$ cat config.mk
export PLATFORM = sky130hd
export DESIGN_NAME = stream_demux_1to8
export DESIGN_NICKNAME = d
export VERILOG_FILES = /design/src/rtl/stream_demux_1to8_pkg.sv /design/src/rtl/stream_demux_1to8_slot.sv /design/src/rtl/stream_demux_1to8.sv
export SDC_FILE = /design/constraint.sdc
export NUM_CORES = 1
export LEC_CHECK = 0
export BUFFER_PORTS_ARGS = -buffer_cell sky130_fd_sc_hd__buf_4
export CAP_MARGIN = 20
export CORE_ASPECT_RATIO = 1.75
export CORE_UTILIZATION = 40
export CTS_BUF_LIST = sky130_fd_sc_hd__clkbuf_8 sky130_fd_sc_hd__clkbuf_16
export DETAILED_ROUTE_END_ITERATION = 12
export GPL_TIMING_DRIVEN = 0
export PLACE_DENSITY = 0.68
export SETUP_SLACK_MARGIN = 0.02
export SYNTH_ARGS = -nofsm -noshare
export SYNTH_HDL_FRONTEND = slang
export SYNTH_SLANG_ARGS = --single-unit
$ cat constraint.sdc
create_clock -name clk -period 1.6 [get_ports clk]
set_input_delay 0.08 -clock clk [delete_from_list [all_inputs] [get_ports clk]]
set_output_delay 0.08 -clock clk [all_outputs]
set_load 0.1 [all_outputs]
$ cat src/rtl/stream_demux_1to8_pkg.sv
// Shared constants and types for the 1-to-8 stream demultiplexer.
package stream_demux_1to8_pkg;

    localparam int unsigned NUM_OUT = 8;
    localparam int unsigned SEL_W   = 3;

    typedef logic [SEL_W-1:0] chan_idx_t;

endpackage

$ cat src/rtl/stream_demux_1to8_slot.sv
// One-entry output register for a single demux channel; a load overrides a same-cycle drain.
module demux_slot #(
    parameter int unsigned N = 32
) (
    input  logic         clk,
    input  logic         rst,
    input  logic         load,
    input  logic [N-1:0] load_data,
    input  logic         ready,
    output logic         valid,
    output logic [N-1:0] data,
    output logic         can_load
);

    assign can_load = !valid || ready;

    always_ff @(posedge clk) begin
        if (rst) begin
            valid <= 1'b0;
            data  <= '0;
        end else if (load) begin
            valid <= 1'b1;
            data  <= load_data;
        end else if (valid && ready) begin
            // data keeps its last value after draining
            valid <= 1'b0;
        end
    end

endmodule

$ cat src/rtl/stream_demux_1to8.sv
// Routes one valid/ready input word per cycle to one of eight independently drained channels.
module stream_demux_1to8
    import stream_demux_1to8_pkg::*;
#(
    parameter int unsigned N       = 32,
    parameter int unsigned COUNT_W = 16
) (
    input  logic                 clk,
    input  logic                 rst,
    input  logic [N-1:0]         in_data,
    input  logic [2:0]           in_sel,
    input  logic                 in_valid,
    output logic                 in_ready,
    output logic [8*N-1:0]       out_data,
    output logic [7:0]           out_valid,
    input  logic [7:0]           out_ready,
    output logic [COUNT_W-1:0]   accept_count
);

    logic [NUM_OUT-1:0] can_load;
    logic [NUM_OUT-1:0] load;
    logic               accept;
    chan_idx_t          sel;

    assign sel      = chan_idx_t'(in_sel);
    assign in_ready = !rst && can_load[sel];
    assign accept   = in_valid && in_ready;

    always_comb begin
        load = '0;
        if (accept) begin
            load[sel] = 1'b1;
        end
    end

    for (genvar k = 0; k < NUM_OUT; k++) begin : g_slot
        demux_slot #(
            .N (N)
        ) u_slot (
            .clk       (clk),
            .rst       (rst),
            .load      (load[k]),
            .load_data (in_data),
            .ready     (out_ready[k]),
            .valid     (out_valid[k]),
            .data      (out_data[k*N +: N]),
            .can_load  (can_load[k])
        );
    end

    always_ff @(posedge clk) begin
        if (rst) begin
            accept_count <= '0;
        end else if (accept) begin
            accept_count <= accept_count + 1'b1;
        end
    end

endmodule

==> impl_metrics.toml, run 1 <==
[clocking]
clock_latency_ps = 560
cts_sinks = 280
cts_root_buffer = "clkbuf_16"
cts_buffer_depth = 3
cts_tree = "built"
cts.clk_slew.worst_paths_ps = 60
htreeDepth = 1
cts_inserted_buffers = 26

[sta]
rsz0062_at_grt = "true"
max_freq_mhz = 503
tightest_slew_ps = 836
min_period_over_period_pct = 124
fin_crit_ps = 1990
worst_slack_ps = -389
finClkSkew_ps = 19.0
finalSetupViolations = 55
hold_viol_final = 0
slew_violations = 0
relSlewSlack_pct = 44.3

[detailed_routing]
vias = 10500
ant_nets = 0
drtIter0Drc = 607
drt-total-wl_mm = 39.8
drc_errors = 0
firstDrtPassIters = 5
via_per_inst = 5.18
wl_per_cell_um = 19.6

[placement]
dp.final_hpwl_mm = 27.6
gp_congestion = 0.818
portBuffers = 293

[die]
chipWidth_um = 123
dieHeight_um = 215
rows = 77
die-area_mm2 = 0.0265
core_mm2 = 0.0253
initial_core_util_pct = 40.8
io-pin-count = 327

[grt]
gr-usage-all-layers_pct = 29.2
grt_pass1_wl_mm = 57.9
antenna_found_initial = 0
use_met2_pct = 53.1
grt_use_met3_pct = 4.84
overflow = 0
grt_max_degree = 16
grt_util_met1_pct = 31.9
grt_busiest_layer = "met2"
grt_pass1_vias = 9913

[worst_hold_path]
whs_path_depth = 5
hold_path_class = "in -> reg"

[worst_setup_path]
r2r_cells = 8
crit_arrival_ps = 1910
worstSetupPathType = "reg -> out"
end_kind = "output port"
required_ps = 1520
critPathLaunchType = "flop"
cp_max_fo = 3

[finish]
nets = 1745
syn2layout_area_growth_pct = 48.4
layout_commonest_cell = "nand2_1"
antenna_cells = 0
multiInputGateArea_mm2 = 0.00448
regArea_mm2 = 0.00566
postLayoutCoreUtil_pct = 60.5
nFillCells = 2267
layout_common_cells = "nand2_1, buf_4, dfxtp_1"
drive_gt1_share_pct = 33.9

[yosys]
synthDistinctLibCells = 45
yosys_warnings = 0
ys.flop_type = "dfxtp_1"
synth.avg_cell_area_um2 = 7.91
syn_inst = 1306
yosysSeqAreaShare_pct = 54.3
syn_area_mm2 = 0.0103
synth-seq-cells = 280
synth_edf_count = 0
ys_async_sr_fraction_pct = 0
synthesis.nets = 1353

[power]
internal_power_w = 0.0113
p_per_area_mw_per_mm2 = 1000
p_comb_share_pct = 10.9
peakVddDrop_mv = 0.923
leakage_nw = 6.14
p_switching_w = 0.00408
p_clk_share_pct = 42.9
sw_frac_of_total_pct = 26.5
power_w = 0.0154
seqPwrFrac_pct = 46.1

[run_status]
violations = "negative setup slack"
outcome = "finished with violations"

[run]
drv_cap = 0
## worst paths after layout
kind	start	slack, ps	end
worst max-delay path	g_slot[0].u_slot.valid	-390	in_ready
worst max register to register	g_slot[0].u_slot.valid	-330	g_slot[3].u_slot.data[14]
worst min register to register	g_slot[4].u_slot.data[6]	460	g_slot[4].u_slot.data[6]
worst min-delay path	in_valid	90	g_slot[6].u_slot.data[0]
## state kept, by name (all words and copies together), names as in the netlist
register,cells
g_slot.u_slot.valid,8
g_slot.u_slot.data,256
accept_count,16
## critical path: stages, from the launching register on
cell and delay, ps:
dfxtp_2 330, or4b_4 460, a31o_4 260, nand3_4 80, nor2_4 50, buf_12 180
## cell usage after synthesis (3+ instances only)
cell type,count,area (µm²)
nor2_1,13,48.8
dfxtp_1,280,5610
o21a_1,3,22.5
inv_1,3,11.3
or4_1,6,45.0
nand2b_1,8,50.1
nand2_1,525,1970
nor4bb_1,4,40.0
buf_2,22,110
clkbuf_1,67,251
a21oi_1,269,1350
or3_1,5,31.3
nor3_1,3,15.0
o31ai_1,7,52.6
nand3_1,3,15.0
nand4_1,7,43.8
buf_4,41,308
## cell type report
type | count | area share (%)
repair buffers | 372 | 20.0
clock inverters | 21 | 1.53
clock buffers | 27 | 4.33
multi-input cells | 891 | 29.2
well taps | 316 | 2.58
plain buffers | 124 | 5.35
flip-flops and latches | 280 | 36.9
inverters | 3 | 0.0735
## cell families after synthesis
group | synth area share (%)
AOI/OAI and AO/OA | 14.8
xor gates and xnor gates | 0.0848
adders and majority gates | 0.121
buffers and inverters | 6.81
DFF | 54.3
muxes | 0.412
and+or+nand+nor | 23.5
## layer usage
layer  vias up  share of wire (%)
met1      4987                 36
li1       5022                  -
met2       408                 52
met5         -                  0
met4         0                5.6
met3       114                6.3
## through the flow
step	instance area [µm²]	hold slack (ps)	setup slack, ps	instances	TNS [ps]
2_1_floorplan	10500	258	-111	1306	-1810
3_3_place_gp	13100	366	-857	1915	-77680
3_5_place_dp	13100	370	-445	1916	-77260
4_1_cts	14900	58.9	-396	2019	-15360
5_1_grt	15300	99.7	-428	2034	-16200
6_report	15300	88.5	-389	2034	-13400
## power groups by stage
stage	clock network (W)	logic (W)	registers, W
after global placement	0	0.00147	0.00725
after detailed placement	0	0.00148	0.00725
after global routing	0.00695	0.00174	0.00710
after floorplan	0	0.000461	0.00785
after CTS	0.00670	0.00163	0.00709
final	0.00660	0.00168	0.00709
## timing repair
action | CTS | global route
endpoints found under the hold margin | 264 | 0
pin swaps | 30 | 32
setup buffers | 17 | 15
gates resized for setup | 112 | 98
hold buffers | 40 | 0
cloned | 4 | 3
setup endpoints to repair | 256 | 200
(Power assumes the default switching activity.)
==> run 2, diff against run 1 <==
--- a/config.mk
+++ b/config.mk
@@ -12,6 +12,7 @@
 export CTS_BUF_LIST = sky130_fd_sc_hd__clkbuf_8 sky130_fd_sc_hd__clkbuf_16
 export DETAILED_ROUTE_END_ITERATION = 12
 export GPL_TIMING_DRIVEN = 0
+export MAX_ROUTING_LAYER = met4
 export PLACE_DENSITY = 0.68
 export SETUP_SLACK_MARGIN = 0.02
 export SYNTH_ARGS = -nofsm -noshare
==> run 2 against run 1 <==
Effect of this change: the flow still finishes with violations (negative setup slack); global-route usage up 0.85 points; register-to-register slack about the same; clock-buffer cell count stayed put; largest power group unchanged; highest routed layer unchanged.
==> impl_metrics.toml, run 2 (synthesis results as in run 1) <==
[run_status]
outcome = "finished with violations"
violations = "negative setup slack"

[finish]
reg_top3 = "g_slot.u_slot.data: 256 flops, accept_count: 16 flops, g_slot.u_slot.valid: 8 flops"
multiInputGateArea_mm2 = 0.00448
top_register = "g_slot.u_slot.data"
nFillCells = 2268
largest_reg_flops = 256
layout_commonest_cell = "nand2_1"
nets = 1745
layout_common_cells = "nand2_1, buf_4, dfxtp_1"
regArea_mm2 = 0.00566
antenna_cells = 0
syn2layout_area_growth_pct = 48.4
drive_gt1_share_pct = 33.9

[clocking]
cts_tree = "built"
cts_sinks = 280
cts_root_buffer = "clkbuf_16"
cts.clk_slew.worst_paths_ps = 60
htreeDepth = 1
cts_inserted_buffers = 26
clock_latency_ps = 560
cts_buffer_depth = 3

[detailed_routing]
via_per_inst = 5.16
wl_per_cell_um = 19.6
firstDrtPassIters = 5
vias = 10500
drt-total-wl_mm = 39.8
ant_nets = 0
drtIter0Drc = 593
drc_errors = 0

[worst_setup_path]
cp-endpoint = "in_ready"
slowest_delay_ps = 460
worstSetupPathType = "reg -> out"
crit_start = "g_slot[0].u_slot.valid"
r2r_cells = 8
end_kind = "output port"
crit_cells = 5
cp_max_fo = 3
crit_arrival_ps = 1900
critPathLaunchType = "flop"
required_ps = 1520
critPathTopFamily = "simple AND/OR/NAND/NOR gates"
timing.rr.start = "g_slot[0].u_slot.valid"
cpMaxStageDelayCell = "or4b_4"
path_cells = "or4b_4 > a31o_4 > nand3_4 > nor2_4 > buf_12"
reg2reg_to = "g_slot[3].u_slot.data[14]"
rrSetupSlack_ps = -330
cp.buffers_inverters = 1

[power]
p_per_area_mw_per_mm2 = 1000
power_w = 0.0154
peakVddDrop_mv = 0.927
leakage_nw = 6.14

[sta]
relSlewSlack_pct = 45.4
rsz0062_at_grt = "true"
tightest_slew_ps = 819
holdWs_ps = 94.8
hold_viol_final = 0
worst_slack_ps = -379
finalSetupViolations = 55
finClkSkew_ps = 23.1
max_freq_mhz = 505
fin_crit_ps = 1980
slew_violations = 0
min_period_over_period_pct = 124

[grt]
antenna_found_initial = 0
grt_max_degree = 16
gr-usage-all-layers_pct = 30.1
overflow = 0
grt_pass1_vias = 9928
grt_pass1_wl_mm = 57.8

[die]
core_mm2 = 0.0253
io-pin-count = 327
rows = 77
die-area_mm2 = 0.0265
dieHeight_um = 215
chipWidth_um = 123
initial_core_util_pct = 40.8

[placement]
gp_congestion = 0.831
portBuffers = 293
dp.final_hpwl_mm = 27.6

[worst_hold_path]
hold_path_class = "in -> reg"
whs_path_depth = 5
hp-start = "in_valid"

[run]
drv_cap = 0
==> run 2: cell counts in the layout (fill, tap and decap cells not counted) <==
No cell type changed its count.
==> run 2: what timing repair did <==
item                                   4_1_cts  5_1_grt
resized for setup                          112       98
buffers inserted                            17       15
endpoints found under the hold margin      264        0
setup endpoints to repair                  256      199
hold buffers                                40        0
cloned                                       4        3
pin swaps                                   30       32
==> run 2: report_power, final <==
group | internal, W | total (W) | switching [W]
sequential | 0.00704 | 0.00709 | 0.0000540
clock | 0.00382 | 0.00660 | 0.00278
combinational | 0.000430 | 0.00168 | 0.00125
==> run 2: worst register-to-register path: stages, from the launching register on <==
cell	delay, ps
dfxtp_2	330
or4b_4	460
a31o_4	260
buf_4	140
nand4_1	120
buf_6	220
clkbuf_16	190
nand2_1	50
a21oi_1	110
==> run 2: cell type report <==
class	instances	share of cell area (%)
clock buffers	27	4.33
plain buffers	124	5.35
repair buffers	372	20.0
clock inverters	21	1.53
well taps	316	2.58
multi-input cells	891	29.2
inverters	3	0.0735
flip-flops and latches	280	36.9
==> run 2: metal layers <==
layer | share of wire [%] | up-vias | track usage (%)
li1 | - | 5025 | -
met1 | 36 | 4934 | 32.1
met2 | 52 | 403 | 53.1
met3 | 6.0 | 134 | 4.47
met4 | 5.9 | 0 | 14.4
met5 | 0 | - | -
==> run 2: how the worst min path moves through the flow <==
stage / to / slack, ps
after CTS: g_slot[6].u_slot.data[0] / 60
after global routing: g_slot[6].u_slot.data[0] / 100
after global placement: g_slot[3].u_slot.valid / 370
after detailed placement: g_slot[3].u_slot.valid / 370
after floorplan: g_slot[3].u_slot.valid / 260
final: g_slot[6].u_slot.data[0] / 90
==> run 2: metrics by stage <==
step | TNS (ps) | instance area [µm²] | setup WS (ps) | utilization, % | std cells
6_report | -13180 | 15300 | -379 | 60.5 | 2034
5_1_grt | -16210 | 15300 | -428 | 60.5 | 2034
4_1_cts | -15360 | 14900 | -396 | 58.9 | 2019
3_5_place_dp | -77260 | 13100 | -445 | 51.5 | 1916
3_3_place_gp | -77680 | 13100 | -857 | 51.5 | 1915
2_1_floorplan | -1810 | 10500 | -111 | - | 1306
==> run 3, diff against run 2 <==
--- a/config.mk
+++ b/config.mk
@@ -7,13 +7,15 @@
 export LEC_CHECK = 0
 export BUFFER_PORTS_ARGS = -buffer_cell sky130_fd_sc_hd__buf_4
 export CAP_MARGIN = 20
+export CELL_PAD_IN_SITES_DETAIL_PLACEMENT = 1
+export CELL_PAD_IN_SITES_GLOBAL_PLACEMENT = 1
 export CORE_ASPECT_RATIO = 1.75
-export CORE_UTILIZATION = 40
+export CORE_UTILIZATION = 33
 export CTS_BUF_LIST = sky130_fd_sc_hd__clkbuf_8 sky130_fd_sc_hd__clkbuf_16
 export DETAILED_ROUTE_END_ITERATION = 12
 export GPL_TIMING_DRIVEN = 0
 export MAX_ROUTING_LAYER = met4
-export PLACE_DENSITY = 0.68
+export PLACE_DENSITY = 0.76
 export SETUP_SLACK_MARGIN = 0.02
 export SYNTH_ARGS = -nofsm -noshare
 export SYNTH_HDL_FRONTEND = slang
==> run 3 against run 2 <==
Effect of this change: the run still ends with negative setup slack left; highest routed layer unchanged; cell count increased by 3.8%; global-route usage decreased by 1.7 points; first-iteration DRC count decreased by 36%; largest power group unchanged; power increased by 1.3%; die area increased by 21%; sequential cell count unchanged.
==> impl_metrics.toml, run 3 (synthesis results as in run 1) <==
[finish]
largest_reg_flops = 256
layout_common_cells = "nand2_1, buf_4, dfxtp_1"
regArea_mm2 = 0.00566
postLayoutCoreUtil_pct = 51.3
drive_gt1_share_pct = 37.0
nFillCells = 3660
layout_commonest_cell = "nand2_1"
top_register = "g_slot.u_slot.data"
nets = 1745
multiInputGateArea_mm2 = 0.00475
syn2layout_area_growth_pct = 52.5
reg_top3 = "g_slot.u_slot.data: 256 flops, accept_count: 16 flops, g_slot.u_slot.valid: 8 flops"

[worst_setup_path]
slowest_delay_ps = 460
worstSetupPathType = "reg -> out"
rrSetupSlack_ps = -370
critPathLaunchType = "flop"
required_ps = 1520
crit_cells = 5
cpMaxStageDelayCell = "or4b_4"
cp.buffers_inverters = 1
r2r_cells = 8
critPathTopFamily = "simple AND/OR/NAND/NOR gates"
end_kind = "output port"
crit_arrival_ps = 1920
cp_max_fo = 3
path_cells = "or4b_4 > a31o_4 > nand3_4 > nor2_4 > buf_12"

[detailed_routing]
wl_met1_mm = 16.8
via_per_inst = 5.17
drt-total-wl_mm = 46.9
firstDrtPassIters = 5
wl_per_cell_um = 22.2
wl_met2_mm = 24.7
highest_layer = "met4"
vias = 10900
drc_errors = 0
drtIter0Drc = 378
ant_nets = 0
wl_met3_mm = 2.09

[power]
p_per_area_mw_per_mm2 = 989
peakVddDrop_mv = 0.793
leakage_nw = 6.15

[clocking]
cts.clk_slew.worst_paths_ps = 60
cts_buffer_depth = 3
cts_inserted_buffers = 28
clock_latency_ps = 560
cts_tree = "built"
htreeDepth = 1
cts_root_buffer = "clkbuf_16"
cts_sinks = 280

[placement]
gp_congestion = 0.831
preCtsSetupSlack_ps = -530
dp.final_hpwl_mm = 31.5
portBuffers = 293

[grt]
overflow = 0
grt_pass1_vias = 11100
grt_pass1_wl_mm = 66.2
grt_max_degree = 15
gr-usage-all-layers_pct = 28.4
antenna_found_initial = 1

[sta]
rsz0062_at_grt = "true"
tightest_slew_ps = 870
finClkSkew_ps = 10.4
min_period_over_period_pct = 125
slew_violations = 0
fin_crit_ps = 2000
max_freq_mhz = 499
relSlewSlack_pct = 42.0
hold_viol_final = 0
worst_slack_ps = -405
finalSetupViolations = 80

[die]
initial_core_util_pct = 33.6
rows = 85
die-area_mm2 = 0.0320
io-pin-count = 327
dieHeight_um = 236
chipWidth_um = 136
core_mm2 = 0.0307

[worst_hold_path]
hold_path_class = "in -> reg"
whs_path_depth = 5

[run]
drv_cap = 0

[run_status]
outcome = "finished with violations"
violations = "negative setup slack"
[run 3: worst paths after layout]
path,start,endpoint
max reg2reg,g_slot[0].u_slot.valid,accept_count[1]
min reg2reg,g_slot[3].u_slot.data[21],g_slot[3].u_slot.data[21]
min,in_valid,g_slot[6].u_slot.data[0]
max,g_slot[0].u_slot.valid,in_ready
[run 3: cell type report]
class                           count  area share, %
Multi-Input combinational cell    891           30.2
Timing Repair Buffer              370           19.3
Tap cell                          391           3.11
Clock buffer                       37           5.38
Inverter                            3         0.0715
Clock inverter                     15          0.620
Sequential cell                   280           35.9
Antenna cell                        1         0.0159
Buffer                            124           5.35
[run 3: layer usage]
metal	vias to the layer above	global-route usage (%)
li1	5013	-
met1	5371	28.4
met2	370	50.9
met3	160	3.83
met4	0	17.3
met5	-	-
[run 3: metrics by stage]
stage	instance area [µm²]	hold WS [ps]	std cells	total power, W	TNS, ps
6_report	15800	106	2112	0.0156	-15180
5_1_grt	15800	138	2112	0.0160	-18220
4_1_cts	15000	59.0	2098	0.0156	-21710
3_5_place_dp	13200	370	1991	0.00876	-95550
3_3_place_gp	13100	368	1990	0.00874	-94660
2_1_floorplan	10500	258	1306	0.00831	-1810
[run 3: power by group]
part	total [W]	internal (W)	leakage [nW]	switching [W]
logic	0.00174	0.000442	3.38	0.00130
clock network	0.00673	0.00386	0.491	0.00287
registers	0.00710	0.00704	2.27	0.0000626
total	0.0156	0.0113	6.15	0.00423
[run 3: worst min-delay path, delay by kind of cell]
family	cells	cell delay [ps]
and+or+nand+nor	3	360
buffers and inverters	1	120
AOI/OAI and AO/OA	1	60
[run 3: what timing repair did]
action | CTS | global route
setup endpoints to repair | 260 | 250
setup buffers | 16 | 13
gates cloned | 5 | 3
pin swaps | 9 | 93
hold buffers | 40 | 0
gates resized for setup | 94 | 200
endpoints found under the hold margin | 264 | 0
